## config.mk

```make
export PLATFORM = sky130hd
export DESIGN_NAME = exp_adjust_unit
export DESIGN_NICKNAME = d
export VERILOG_FILES = /design/src/rtl/fadd_pkg.sv /design/src/rtl/exp_skid_buf.sv /design/src/rtl/exp_adjust_unit.sv
export SDC_FILE = /design/constraint.sdc
export NUM_CORES = 1
export LEC_CHECK = 0
export BUFFER_PORTS_ARGS = -buffer_cell sky130_fd_sc_hd__buf_2
export CAP_MARGIN = 20
export CORE_AREA = 4 4 81 53
export CTS_CLUSTER_DIAMETER = 120
export DETAILED_ROUTE_END_ITERATION = 12
export DIE_AREA = 0 0 85 57
export PLACE_DENSITY = 0.81
export SLEW_MARGIN = 20
export SYNTH_ARGS = -nofsm -noshare
export SYNTH_HDL_FRONTEND = slang
export SYNTH_SLANG_ARGS = --single-unit
```

## constraint.sdc

```tcl
create_clock -name clk -period 4 [get_ports clk]
set_input_delay 0.2 -clock clk [delete_from_list [all_inputs] [get_ports clk]]
set_output_delay 0.2 -clock clk [all_outputs]
set_load 0.005 [all_outputs]
```

## src/rtl/fadd_pkg.sv

```systemverilog
// Shared types and exponent saturation helper for the float adder exponent path.
// Latency: none (types and a pure function only).
// Backpressure: not applicable.
package fadd_pkg;

  // Widest exponent / amount the helper handles; callers zero-extend into these.
  localparam int EXP_MAX_W = 16;
  localparam int AMT_MAX_W = 16;

  typedef enum logic [1:0] {
    OP_PASS = 2'b00,
    OP_INC  = 2'b01,
    OP_DEC  = 2'b10,
    OP_RSV  = 2'b11
  } op_e;

  typedef enum logic [1:0] {
    S_EMPTY = 2'd0,
    S_ONE   = 2'd1,
    S_TWO   = 2'd2
  } buf_state_e;

  typedef struct packed {
    logic [EXP_MAX_W-1:0] exp;
    logic                 ovf;
    logic                 unf;
  } sat_t;

  localparam logic [EXP_MAX_W+1:0] ONE_X = 1;

  // Adjust a biased exponent of width exp_w by +/-amt and saturate to inf / zero.
  // Only the low exp_w bits of the returned exponent are meaningful.
  function automatic sat_t exp_sat(input logic [EXP_MAX_W-1:0] exp,
                                   input op_e                  op,
                                   input logic [AMT_MAX_W-1:0] amt,
                                   input int unsigned          exp_w);
    logic signed [EXP_MAX_W+1:0] r;
    logic signed [EXP_MAX_W+1:0] amt_x;
    logic signed [EXP_MAX_W+1:0] top;
    sat_t                        o;
    r     = $signed({2'b00, exp});
    amt_x = $signed({2'b00, amt});
    top   = $signed((ONE_X << exp_w) - ONE_X);
    o.exp = exp;
    o.ovf = 1'b0;
    o.unf = 1'b0;
    if (op == OP_INC || op == OP_DEC) begin
      if (op == OP_INC) r = r + amt_x;
      else              r = r - amt_x;
      if (r >= top) begin
        o.ovf = 1'b1;
        o.exp = top[EXP_MAX_W-1:0];
      end else if (r[EXP_MAX_W+1] || (r == '0)) begin
        o.unf = 1'b1;
        o.exp = '0;
      end else begin
        o.exp = r[EXP_MAX_W-1:0];
      end
    end
    // Pass and reserved forward the operand untouched, including all-ones.
    return o;
  endfunction

endpackage

```

## src/rtl/exp_skid_buf.sv

```systemverilog
// Generic 2-entry valid/ready buffer; output always driven from the main register.
// Latency: 1 cycle from input transfer to out_valid.
// Backpressure: absorbs one extra beat in the skid slot; in_ready drops only when both slots are full.
module exp_skid_buf
  import fadd_pkg::*;
#(
  parameter int DATA_W = 10
) (
  input  logic              clk,
  input  logic              res,
  input  logic              in_valid,
  output logic              in_ready,
  input  logic [DATA_W-1:0] in_dat,
  output logic              out_valid,
  input  logic              out_ready,
  output logic [DATA_W-1:0] out_dat
);

  buf_state_e        state_q, state_d;
  logic [DATA_W-1:0] main_q, main_d;
  logic [DATA_W-1:0] skid_q, skid_d;
  logic              in_xfer, out_xfer;

  assign in_ready  = (state_q != S_TWO) && !res;
  assign out_valid = (state_q != S_EMPTY);
  assign out_dat   = main_q;

  // Next-state and data movement; main holds the oldest beat, skid the next one.
  always_comb begin
    in_xfer  = in_valid && in_ready;
    out_xfer = out_valid && out_ready;
    state_d  = state_q;
    main_d   = main_q;
    skid_d   = skid_q;
    case (state_q)
      S_EMPTY: begin
        if (in_xfer) begin
          state_d = S_ONE;
          main_d  = in_dat;
        end
      end
      S_ONE: begin
        if (in_xfer && out_xfer) begin
          main_d = in_dat;
        end else if (in_xfer) begin
          state_d = S_TWO;
          skid_d  = in_dat;
        end else if (out_xfer) begin
          state_d = S_EMPTY;
        end
      end
      S_TWO: begin
        if (out_xfer) begin
          state_d = S_ONE;
          main_d  = skid_q;
        end
      end
      default: state_d = S_EMPTY;
    endcase
  end

  // State and storage registers; reset discards both entries.
  always_ff @(posedge clk) begin
    if (res) begin
      state_q <= S_EMPTY;
      main_q  <= '0;
      skid_q  <= '0;
    end else begin
      state_q <= state_d;
      main_q  <= main_d;
      skid_q  <= skid_d;
    end
  end

endmodule

```

## src/rtl/exp_adjust_unit.sv

```systemverilog
// Exponent +/-amt adjust with inf/zero saturation, registered through a 2-entry skid buffer.
// Latency: 1 cycle; optional sticky ovf/unf flags with EXP_ADJ_STICKY_EN defined.
// Backpressure: valid/ready; in_ready low when both buffer entries are occupied or in reset.
module exp_adjust_unit
  import fadd_pkg::*;
#(
  parameter int EXP_W = 8,
  parameter int AMT_W = 5
) (
  input  logic             clk,
  input  logic             res,
  input  logic             in_valid,
  output logic             in_ready,
  input  logic [EXP_W-1:0] in_exp,
  input  logic [1:0]       in_op,
  input  logic [AMT_W-1:0] in_amt,
  output logic             out_valid,
  input  logic             out_ready,
  output logic [EXP_W-1:0] out_exp,
  output logic             out_ovf,
  output logic             out_unf
`ifdef EXP_ADJ_STICKY_EN
  ,
  input  logic             sticky_clr,
  output logic             sticky_ovf,
  output logic             sticky_unf
`endif
);

  sat_t                     sat;
  logic [EXP_W+1:0]         in_dat;
  logic [EXP_W+1:0]         out_dat;
  logic [EXP_MAX_W-EXP_W:0] unused_sat_hi;

  // Saturating adjust on the incoming operand, packed as {exp, ovf, unf}.
  always_comb begin
    sat    = exp_sat(EXP_MAX_W'(in_exp), op_e'(in_op), AMT_MAX_W'(in_amt), unsigned'(EXP_W));
    in_dat = {sat.exp[EXP_W-1:0], sat.ovf, sat.unf};
  end

  assign unused_sat_hi = {sat.exp[EXP_MAX_W-1:EXP_W], 1'b0};

  exp_skid_buf #(
    .DATA_W(EXP_W + 2)
  ) u_buf (
    .clk      (clk),
    .res      (res),
    .in_valid (in_valid),
    .in_ready (in_ready),
    .in_dat   (in_dat),
    .out_valid(out_valid),
    .out_ready(out_ready),
    .out_dat  (out_dat)
  );

  assign {out_exp, out_ovf, out_unf} = out_dat;

`ifdef EXP_ADJ_STICKY_EN
  logic sticky_ovf_q, sticky_ovf_d;
  logic sticky_unf_q, sticky_unf_d;
  logic out_xfer;

  // Sticky flags: set on an output transfer carrying the flag, which beats a same-cycle clear.
  always_comb begin
    out_xfer     = out_valid && out_ready;
    sticky_ovf_d = sticky_clr ? 1'b0 : sticky_ovf_q;
    sticky_unf_d = sticky_clr ? 1'b0 : sticky_unf_q;
    if (out_xfer && out_ovf) sticky_ovf_d = 1'b1;
    if (out_xfer && out_unf) sticky_unf_d = 1'b1;
  end

  // Sticky flag registers.
  always_ff @(posedge clk) begin
    if (res) begin
      sticky_ovf_q <= 1'b0;
      sticky_unf_q <= 1'b0;
    end else begin
      sticky_ovf_q <= sticky_ovf_d;
      sticky_unf_q <= sticky_unf_d;
    end
  end

  assign sticky_ovf = sticky_ovf_q;
  assign sticky_unf = sticky_unf_q;
`endif

endmodule

```

======== Word level (Yosys, flattened, before mapping) ========
Index checks and enable logic that the tools add are counted.
cells by class
  multiplexer cells ....................... 18
  reduce and logical (&&, ||, !) cells .... 14
  $lt $le $gt $ge ......................... 1
  $add $sub $neg .......................... 2
  bitwise logic cells ..................... 1
  equal/unequal tests ..................... 10
operators with widths
  cell                                                                                   number
  10-bit two-way mux                                                                     4
  18-bit two-way mux                                                                     2
  10-bit case mux with 3 select lines                                                    1
  18-bit by 9-bit greater-or-equal comparator with 1-bit output (second input constant)  1
  18-bit logical NOT                                                                     1
  8-bit two-way mux                                                                      2
  2-bit two-way mux                                                                      5
  8-bit by 5-bit adder with 9-bit output                                                 1
  8-bit by 5-bit subtractor with 9-bit output                                            1
  4-bit AND reduction                                                                    2
  2-bit by 1-bit inequality test with 1-bit output (second input constant)               3
  2-bit case mux with 3 select lines                                                     1
  2-bit by 1-bit == test with 1-bit output (second input constant)                       2
  2-bit == test (second input constant)                                                  2
  1-bit logical AND                                                                      4
  2-bit inequality test (second input constant)                                          2
  1-bit two-way mux                                                                      3
  3-bit by 1-bit inequality test with 1-bit output (second input constant)               1
  3-bit AND reduction                                                                    1
  3-bit nonzero test                                                                     1
  2-bit logical NOT                                                                      1
  1-bit logical OR                                                                       2
  2-bit nonzero test                                                                     1
  1-bit logical NOT                                                                      1
  1-bit inverter                                                                         1
word-level totals
  word-level logic and storage cells ...... 49
  register bits ........................... 22
  output and inout port bits .............. 12

======== Depth between registers and ports, before layout ========
  depth after elaboration ................. 10
  depth in mapped cells ................... 12
  depth with buffers taken out ............ 12

======== Modules after synthesis ========
A second synthesis with hierarchy kept.
second synthesis, totals
  cells, all modules ...................... 226
  area total of the unflattened synthesis .. 1,995.7 µm²
modules (own cells, without submodules)
  module           times used  cells each  area each (µm²)  sequential area each (µm²)
  exp_skid_buf     1           113         1,106.1          440.4
  exp_adjust_unit  1           113         889.6            0.0

======== Least setup slack after synthesis ========
OpenSTA, ideal clock, no wires.
  kind .................................... in2reg
  from .................................... input port in_exp[0]
  to ...................................... register u_buf.skid_q[0]
  arrival time ............................ 2.720 ns
  cell stages on the path ................. 12
  setup time .............................. 0.070 ns
  slack ................................... 1.209 ns
  data required time ...................... 3.930 ns
  cells stage by stage .................... inv_1 > ha_1 > inv_1 > fa_1 > a211oi_1 > nor2_1 > o221ai_1 > xor2_1 > or2_2 > o41a_1 > or4_1 > a21oi_1
between the ends
  longest elaborated chain between the ends .. 8
  elaborated cells on any way between the ends .. 10
ends and longest elaborated chain
  what                                                                                                   RTL line                        text
  from (decl)                                                                                            exp_adjust_unit.sv:14           input logic [EXP_W-1:0] in_exp,
  8-bit by 5-bit subtractor with 9-bit output or 8-bit by 5-bit adder with 9-bit output (tied branches)  fadd_pkg.sv:49, fadd_pkg.sv:48
  18-bit two-way mux (*)                                                                                 fadd_pkg.sv:48                  if (op == OP_INC) r = r + amt_x;
  18-bit two-way mux (*)                                                                                 fadd_pkg.sv:47                  if (op == OP_INC || op == OP_DEC) begin
  branches (longest 3 deep; another with 18-bit by 9-bit greater-or-equal comparator with 1-bit output)  n/a
  1-bit two-way mux (*)                                                                                  fadd_pkg.sv:50                  if (r >= top) begin
  10-bit two-way mux (*)                                                                                 fadd_pkg.sv:47
  to (signal assigned)                                                                                   exp_skid_buf.sv:71              skid_q <= skid_d;
  to (decl)                                                                                              exp_skid_buf.sv:21              logic [DATA_W-1:0] skid_q, skid_d;
Mark *: on every way between the ends. The select of a mux whose other input is x is not followed.
A chain may end at the register's enable or synchronous reset.

======== Final worst setup path ========
Ends and elaborated chain as after synthesis.

==> flow_summary_export.csv <==
group,metric,value,unit
synth,synth_fa_ha_area_share,10.15,%
critical_path,reg2reg_slack,1.94,ns
synth,yosysMostFrequentCell,"nor2_1",
synth,async_reset_ff_share,0,%
synth,synth-seq-cells,22,
floorplan,rows,17,
grt,grt.overflow.total,0,
timing,fmax,0.3401,GHz
routing,antenna_left,0,
grt,grt_max_degree,27,
clock_network,cts.repair.resized,0,
critical_path,critical_path_arrival,3.13,ns
synth,synthSimpleGateAreaFrac,29.33,%
grt,antenna_found_initial,0,
timing,maxSlewHeadroom,50.49,%
cells_and_area,fill_cells,355,
floorplan,dieArea,4845,um^2
synth,netlist_area,1873,um^2
clock_network,clk_latency,0.27,ns
floorplan,core_area,3552,um^2
min_path,hold_path_end,"u_buf.skid_q[8]$_SDFFE_PP0P_",
critical_path,start_kind,"primary input",
run,max-cap-violations,0,
clock_network,htree_levels,1,
critical_path,r2r_cells,8,
timing,worst_slack,1.060,ns
power,ir_worst_vdd,0.2814,mV
clock_network,clock_sinks,22,
cells_and_area,area_growth,11.16,%
grt,grt_pass1_vias,1640,
synth,synthDistinctLibCells,51,
routing,drc,0,
routing,dr_total_vias,1871,
timing,fin_crit_sh,73.51,%
placed_design,pre_cts_ws,0.8202,ns
cells_and_area,utilization,58.61,%
clock_network,clk_pin_slew,0.08,ns
status,status,"completed",
clock_network,ctsLongestPathBuffers,2,
synth,synth_top_family_by_area,"simple AND/OR/NAND/NOR gates",
synth,yosysSeqAreaShare,23.51,%
routing,drt-initial-drc-count,184,
timing,fin_crit,2.940,ns
floorplan,die_w,85,um
clock_network,post-cts-setup-buffer-count,0,
placed_design,port_buffers,30,
cells_and_area,final_net_count,300,
timing,finalHoldViolCount,0,
clock_network,cts_tree,"built",
synth,yosys.area_share.xor_xnor,1.403,%
synth,synthTopCellsByArea,"dfxtp_1 (24%), ha_1 (8.0%), nor2_1 (6.4%)",
clock_network,cts_root_buf,"clkbuf_8",
power,finalPower,0.0006457,W
critical_path,endpoint_kind,"register",
cells_and_area,diodes,0,
synth,synth_edf_count,0,
routing,vias_per_cell,5.978,
min_path,hold_path_depth,3,
clock_network,cts_buffers,3,
synth,synthCells,247,
synth,avgSynthCellArea,7.583,um^2
routing,wire_per_inst,15.35,um
floorplan,initial_core_util,52.73,%
synth,yosysWarnings,0,
routing,wirelength,4804,um
floorplan,io-pin-count,31,
floorplan,die_y,57,um
synth,synth-main-ff-cell,"dfxtp_1",
timing,setup_viol,0,
grt,grt_pass1_wl,7893,um
synth,yosys-top-cells-count,"nor2_1 (32), nand2_1 (24), a21oi_1 (23)",
critical_path,worstPathMaxFanout,4,
power,power.density,310.2,nW/um^2
timing,worst_pin_slew,0.7427,ns
timing,grt_setup_unrepaired,"false",
synth,synth_area_leader_cell,"dfxtp_1",
critical_path,path_class,"primary input to register",
cells_and_area,drive_gt1_share,20.30,%
min_path,hold_path_startpoint,"in_exp[6]",
timing,drv_slew,0,
clock_network,holdBufCountCts,0,
timing,setup_tns,0,ns
grt,grt_usage,19.81,%
power,cellLeakagePower,0.8362,nW
placed_design,hpwlAfterDp,3712,um
synth,synth_mux_area_share,0.5344,%
min_path,hold_path.class,"primary input to register",
synth,synth-compound-area-share,28.12,%
placed_design,gp_congestion,1.048,
synth,yosys.area.top_type_share,23.51,%
critical_path,required,4.19,ns
synth,synth_fp_nets,280,
timing,finClkSkew,0.008053,ns
critical_path,r2r-start,"u_buf.state_q[1]$_SDFFE_PP0P_",
routing,first_pass_iters,4,
critical_path,worst_r2r_endpoint,"u_buf.out_dat[0]$_SDFFE_PP0P_",
## cell type report
| class | count | area [um^2] | share of cell area (%) |
|---|---|---|---|
| Tap cell | 47 | 58.81 | 2.825 |
| Sequential cell | 22 | 440.4 | 21.15 |
| Clock inverter | 1 | 30.03 | 1.442 |
| Timing Repair Buffer | 32 | 165.2 | 7.933 |
| Multi-Input combinational cell | 198 | 1309 | 62.86 |
| Clock buffer | 3 | 41.29 | 1.983 |
| Inverter | 10 | 37.54 | 1.803 |
## routing by layer
metal,track usage (%),vias up,wire [um]
li1,-,933,-
met1,32.84,845,2626
met2,25.77,89,1764
met3,4.618,4,392
met4,2.257,0,20
met5,0,-,0
## critical path: stages
cell and delay (ns):
buf_2 0.12, inv_1 0.10, ha_1 0.16, inv_1 0.05, fa_1 0.40, a211oi_1 0.38, nor2_1 0.12, o221ai_1 0.20
xor2_1 0.14, or2_2 0.31, o41a_1 0.35, or4_1 0.47, a21oi_1 0.12
## sequential cells by signal (all words and copies together) (netlist names)
name and flops:
u_buf.out_dat 10, u_buf.skid_q 10, u_buf.state_q 2
## worst max-delay path by stage
stage              start                       endpoint  slack (ns)
6_report       in_exp[0]   u_buf.skid_q[0]$_SDFFE_PP0P_        1.06
5_1_grt        in_exp[0]  u_buf.out_dat[1]$_SDFFE_PP0P_        0.83
4_1_cts        in_exp[0]   u_buf.skid_q[0]$_SDFFE_PP0P_        1.09
3_5_place_dp   in_exp[0]   u_buf.skid_q[0]$_SDFFE_PP0P_        0.82
3_3_place_gp   in_exp[0]   u_buf.skid_q[0]$_SDFFE_PP0P_        0.95
2_1_floorplan  in_exp[0]   u_buf.skid_q[0]$_SDFFE_PP0P_        1.21
## report_power, final
part	switching (W)	total (W)	internal [W]	leakage, nW
combinational	0.000123	0.000201	0.0000782	0.621
clock	0.0000734	0.000207	0.000134	0.0357
sequential	0.00000668	0.000237	0.000230	0.179
## cells in the final DEF (no fill, tap or decap), drive strengths merged, types with 2 or more instances in the layout
cell     count
a2111oi      2
a211oi       5
a21o         2
a21oi       23
a311oi       7
a31o         3
and3         3
buf         32
clkbuf       3
dfxtp       22
fa           2
ha          12
inv         10
nand2       24
nand2b       5
nand3        2
nand3b       3
nand4        2
nor2        33
nor2b       11
nor3        10
nor3b        3
o2111ai      3
o21a         2
o21ai       13
o311ai       3
or2          3
or4          5
xor2         2
## stage by stage
stage	hold slack [ns]	area, um^2	cells
after global routing	0.3146	2082	313
after detailed placement	0.4462	2011	309
final	0.2947	2082	313
after CTS	0.2870	2082	313
after global placement	0.4394	2011	309
after floorplan	0.4319	1873	247
## cells by family after synthesis
logic type               count (synthesis)
XOR/XNOR                                 3
multiplexers                             1
buffers and inverters                   27
flip-flops                              22
AND/OR/NAND/NOR                        108
adder cells (fa/ha/maj)                 14
AO/OA/AOI/OAI                           72
(Power assumes the default switching activity.)
